`config.mk`:
```
export PLATFORM = sky130hd
export DESIGN_NAME = mips_cp0
export DESIGN_NICKNAME = d
export VERILOG_FILES = /design/src/rtl/mips_cp0.sv
export SDC_FILE = /design/constraint.sdc
export NUM_CORES = 1
export LEC_CHECK = 0
export BUFFER_PORTS_ARGS = -buffer_cell sky130_fd_sc_hd__buf_2
export CORE_MARGIN = 2
export CORE_UTILIZATION = 40
export CTS_CLUSTER_DIAMETER = 50
export CTS_CLUSTER_SIZE = 40
export DETAILED_ROUTE_END_ITERATION = 12
export GPL_TIMING_DRIVEN = 0
export PLACE_DENSITY_LB_ADDON = 0.08
export RECOVER_POWER = 50
export SYNTH_ARGS = -nofsm -noshare
export SYNTH_HDL_FRONTEND = slang
export SYNTH_SLANG_ARGS = --single-unit
```
`constraint.sdc`:
```
create_clock -name clk -period 7.4 [get_ports clk]
set_clock_uncertainty 0.05 [all_clocks]
set_input_delay 1.48 -clock clk [delete_from_list [all_inputs] [get_ports clk]]
set_output_delay 1.48 -clock clk [all_outputs]
set_load 0.1 [all_outputs]
```
`src/rtl/mips_cp0.sv`:
```
// MIPS coprocessor 0: Status/Cause/EPC plus general MTC0/MFC0 storage,
// SYSCALL/BREAK/TEQ exception entry and ERET return.
module mips_cp0 #(
  parameter logic [31:0] EXC_VECTOR = 32'h0040_0004,
  parameter logic [31:0] STATUS_RST = 32'h0000_000F
) (
  input  logic        clk,
  input  logic        rst,
  input  logic        teq,
  input  logic        eret,
  input  logic        mtc0,
  input  logic        mfc0,
  input  logic [31:0] pc,
  input  logic [4:0]  addr,
  input  logic [4:0]  cause,
  input  logic [31:0] wdata,
  output logic [31:0] rdata,
  output logic [31:0] exc_addr
);

  typedef enum logic [4:0] {
    EXC_SYSCALL = 5'b01000,
    EXC_BREAK   = 5'b01001,
    EXC_TEQ     = 5'b01101
  } exc_code_e;

  localparam int unsigned REG_STATUS = 12;
  localparam int unsigned REG_CAUSE  = 13;
  localparam int unsigned REG_EPC    = 14;

  logic [31:0] regs [32];
  logic [31:0] status;
  logic        exception;

  assign status = regs[REG_STATUS];

  always_comb begin
    exception = status[0] &
                ((cause == EXC_SYSCALL & status[1]) |
                 (cause == EXC_BREAK   & status[2]) |
                 (cause == EXC_TEQ & teq & status[3]));
  end

  // Left shift on entry clears the enables so a held cause code is taken once.
  always_ff @(posedge clk) begin
    if (rst) begin
      for (int unsigned i = 0; i < 32; i++) regs[i] <= '0;
      regs[REG_STATUS] <= STATUS_RST;
    end else if (eret) begin
      regs[REG_STATUS] <= status >> 5;
    end else if (exception) begin
      regs[REG_EPC]    <= pc;
      regs[REG_CAUSE]  <= {regs[REG_CAUSE][31:7], cause, 2'b00};
      regs[REG_STATUS] <= status << 5;
    end else if (mtc0) begin
      regs[addr] <= wdata;
    end
  end

  assign rdata    = mfc0 ? regs[addr] : '0;
  assign exc_addr = eret ? regs[REG_EPC] : EXC_VECTOR;

endmodule

```
======== Word level (Yosys, flattened, before mapping) ========
Memory sizes are Yosys's and may differ from the RTL's.
Index checks and enable logic that the tools add are counted.
operators by class
  reduce and logical (&&, ||, !) cells .... 2
  multiplexer cells ....................... 25
  bitwise logic cells ..................... 13
  equal/unequal tests ..................... 4
operator list
  kind                  count
  $mux W32              7
  $reduce_or A32 Y1     1
  $mux W25              1
  $eq A5 B4 Y1 const B  3
  $mux W1               15
  $or A1 B1 Y1          8
  $mux W7               1
  $and A1 B1 Y1         5
  $mux W5               1
  $reduce_and A2 Y1     1
  $ne A0 B0 Y1          1
storage, ports and cells
  register bits ........................... 0
  memory bits (writable) .................. 1024
  memories ................................ 1
  bits of input ports ..................... 80
memory list
  memory  depth  bits a word  rd ports  clocked after memory_dff  wr ports  RTL line  text
  regs    32     32           3         0                         32        31        logic [31:0] regs [32];

======== Logic depth before layout (Yosys ltp) ========
  depth after elaboration ................. 11
  gate-level depth with buffers ........... 9

======== Worst setup path after synthesis ========
No wires, ideal clock.
  path kind ............................... input -> output
  from .................................... input addr[0]
  to ...................................... output rdata[1]
  slack ................................... 1.500 ns
  stages on the path ...................... 7
  buffers on the path ..................... 4
  data required time ...................... 5.870 ns
  arrival time ............................ 4.370 ns
  cell sequence ........................... buf_2 > inv_1 > buf_2 > buf_1 > clkbuf_1 > o2111ai_1 > a31oi_1
between the ends
  word-level cells in the longest chain between the ends .. 2
RTL lines
  item                RTL line  text
  start: declaration  14        input logic [4:0] addr,
  $mem_v2 Z32 W32     -
  $mux W32            60        assign rdata = mfc0 ? regs[addr] : '0;
  end: declaration    17        output logic [31:0] rdata,
No other way between the ends.

==> flow_summary.json <==
{
  "outcome": "complete, but fails checks",
  "violations": "max-capacitance violations, max-slew violations",
  "cts_tree": "done",
  "cp-end-kind": "register",
  "ys.flop_type": "edfxtp_1",
  "slowest_stage": "o21ai_0",
  "syn_area_per_cell_sq_um": 14.09,
  "yosys.cell_count.top_type": "edfxtp_1",
  "drtIter0Drc": 4857,
  "crit_path_frequent_cell": "clkbuf_1",
  "crit_arrival_ps": 7360,
  "tns_ps": 0,
  "largest_reg_flops": 1024,
  "crit_type": "in -> reg",
  "fin_crit_ps": 7107,
  "r2r_cells": 5,
  "p_sw_share_pct": 26.27,
  "seq_area_frac_synth_pct": 66.67,
  "critical_path_cell_count": 8,
  "whs_endpoint": "regs[12][25]$_DFFE_PP_",
  "p_total_mw": 14.43,
  "clk_path_buf_depth": 3,
  "met3_usage_pct": 10.60,
  "syn_nets": 3354,
  "met1_usage_pct": 42.67,
  "p_comb_share_pct": 10.0,
  "synth_edf_count": 1024,
  "seqPwrFrac_pct": 46.5,
  "nNetsFinal": 3670,
  "internal_power_mw": 10.64,
  "netlist_area_sq_um": 46120,
  "grt_pass1_wl_microns": 259500,
  "start_util_pct": 40.34,
  "grt_pass1_vias": 32009,
  "dieHeight_microns": 343.6,
  "antenna_found_initial": 14,
  "ctsResizeCount": 0,
  "ys_top_cells_by_count": "edfxtp_1 (1,024), nor2_1 (801), nand2_1 (227), mux4_2 (224), clkbuf_1 (193)",
  "portBuffers": 142,
  "synth_area_leader_cell": "edfxtp_1",
  "reg2reg_from": "regs[12][0]$_DFFE_PP_",
  "worst_pin_slew_ps": 3394,
  "hp-class": "reg -> reg",
  "vias_per_cell": 6.229,
  "ant_nets": 0,
  "post-route-period-util_pct": 96.05,
  "finalMaxSlewViolations": 241,
  "postPlaceCellArea_sq_um": 50160,
  "pin_count": 144,
  "cpLargestDelayFamily": "buffers and inverters",
  "r2r_slack_ps": 1150,
  "critPathMaxStageDelay_ps": 2430,
  "grt_overflow": 0,
  "startpoint_type": "input pin",
  "synth_warnings": 0,
  "drc": 0,
  "slew_headroom_pct": -128.7,
  "holdWs_ps": 532.5,
  "net-switching-power_mw": 3.791,
  "dp_hpwl_microns": 140400,
  "num_rows": 124,
  "timing_hold_violations_final": 0,
  "final_area_sq_um": 53960,
  "cts.sinks": 1024,
  "ys_top_cells_by_area": "edfxtp_1 (67%), mux4_2 (11%), nor2_1 (6.5%)",
  "die_w_microns": 343.6,
  "cts_setup_buffers": 0,
  "p_leak_nw": 17.82,
  "numCtsBuffers": 121,
  "async_flop_share_pct": 0,
  "p_per_area_nw_per_um2": 267.4,
  "syn2layout_area_growth_pct": 16.98,
  "synth_cell_types": 44,
  "crit_chain": "clkbuf_1, clkbuf_1, clkbuf_1, and2_1, clkbuf_1, o211ai_1, o21ai_0, clkbuf_1",
  "largest-register": "regs",
  "dieArea_sq_um": 118000,
  "synthesis.instances": 3274,
  "gp_congestion": 0.9448,
  "peakVddDrop_mv": 0.1810,
  "cts.htree.levels": 3,
  "cts-root-buf": "clkbuf_16",
  "synth_top_area_share_pct": 66.67,
  "wire_per_inst_microns": 37.08,
  "pwr-share-clk_pct": 43.5,
  "firstDrtPassIters": 6,
  "drive_above_1_share_pct": 20.60,
  "clock_latency_ps": 730,
  "postCtsHoldBufs": 0,
  "reg_top3": "regs: 1024 flops",
  "rsz0062_at_grt": "false",
  "met2_usage_pct": 49.80,
  "max_freq_mhz": 140.7,
  "path_clk_slew_ps": 60,
  "finalSetupViolCount": 0,
  "reg2reg_to": "regs[20][20]$_SDFFCE_PN0P_",
  "core_area_sq_um": 114300,
  "hp-start": "regs[12][30]$_DFFE_PP_",
  "busiest_layer": "met2",
  "vias": 32447,
  "wl_microns": 193200,
  "ys_seq_elements": 1024,
  "cap_viol_max_count": 19,
  "grt_usage_pct": 32.50,
  "fin_util_pct": 47.19,
  "whs_path_depth": 2,
  "grt_max_degree": 23,
  "cp.required_ps": 7650,
  "crit_buf_inv": 5,
  "cp_max_fo": 19
}
power groups by stage:
stage	Clock [mW]	Combinational, mW	Sequential, mW
finish	6.28	1.44	6.71
global route	6.50	1.46	6.72
CTS	6.29	1.42	6.70
detailed placement	0	1.42	6.83
global placement	0	1.32	6.87
floorplan	0	0.790	6.79
through the flow:
step | setup slack, ps | instances
2_1_floorplan | 1500 | 3274
3_3_place_gp | -3633 | 4928
3_5_place_dp | 688.5 | 4979
4_1_cts | 691.2 | 5207
5_1_grt | 344.5 | 5207
6_report | 292.6 | 5209
area by class of cell:
class	count	area [sq um]
clock buffers	133	3158
diodes	2	5.005
fillers	10120	60390
plain buffers	299	1216
multi-input cells	1933	14160
flip-flops and latches	1024	30750
repair buffers	193	1674
clock inverters	95	1031
well taps	1512	1892
inverters	18	67.56
worst max path at each step:
| stage | from | to |
|---|---|---|
| 2_1_floorplan | addr[0] | rdata[1] |
| 3_3_place_gp | cause[2] | regs[4][22]$_SDFFCE_PN0P_ |
| 3_5_place_dp | addr[3] | rdata[12] |
| 4_1_cts | addr[3] | rdata[12] |
| 5_1_grt | addr[1] | regs[7][6]$_SDFFCE_PN0P_ |
| 6_report | addr[1] | regs[3][8]$_SDFFCE_PN0P_ |
per-layer routing:
| metal | vias up | part of all wire, % |
|---|---|---|
| met5 | - | 0.014 |
| met4 | 4 | 4.8 |
| met3 | 455 | 13 |
| met2 | 2260 | 45 |
| met1 | 16873 | 38 |
| li1 | 12855 | - |
logic make-up (layout without fill, tap and decap cells):
family,Yosys count,count (layout),synth area share [%]
compound gates,293,293,4.514
other cells,0,2,0
mux,359,359,14.04
flops,1024,1024,66.67
simple gates,1281,1281,11.72
buf+inv,317,738,3.057
tightest hold or removal path: stages (launching register included):
cell,delay [ps]
edfxtp_1,350
nand2_1,50
o221ai_1,70
cells in the final DEF (no fill, tap or decap), types with 35 or more instances in the layout:
cell type	instances
nor2_1	801
mux4_2	224
and2_1	120
nand3_1	35
edfxtp_1	1024
clkbuf_16	125
mux2i_1	71
buf_2	191
and2_0	68
nand2_1	227
a21oi_1	38
mux2_2	64
clkbuf_1	250
o211ai_1	39
o221ai_1	47
Note: power is estimated with default switching activity, not from simulation.
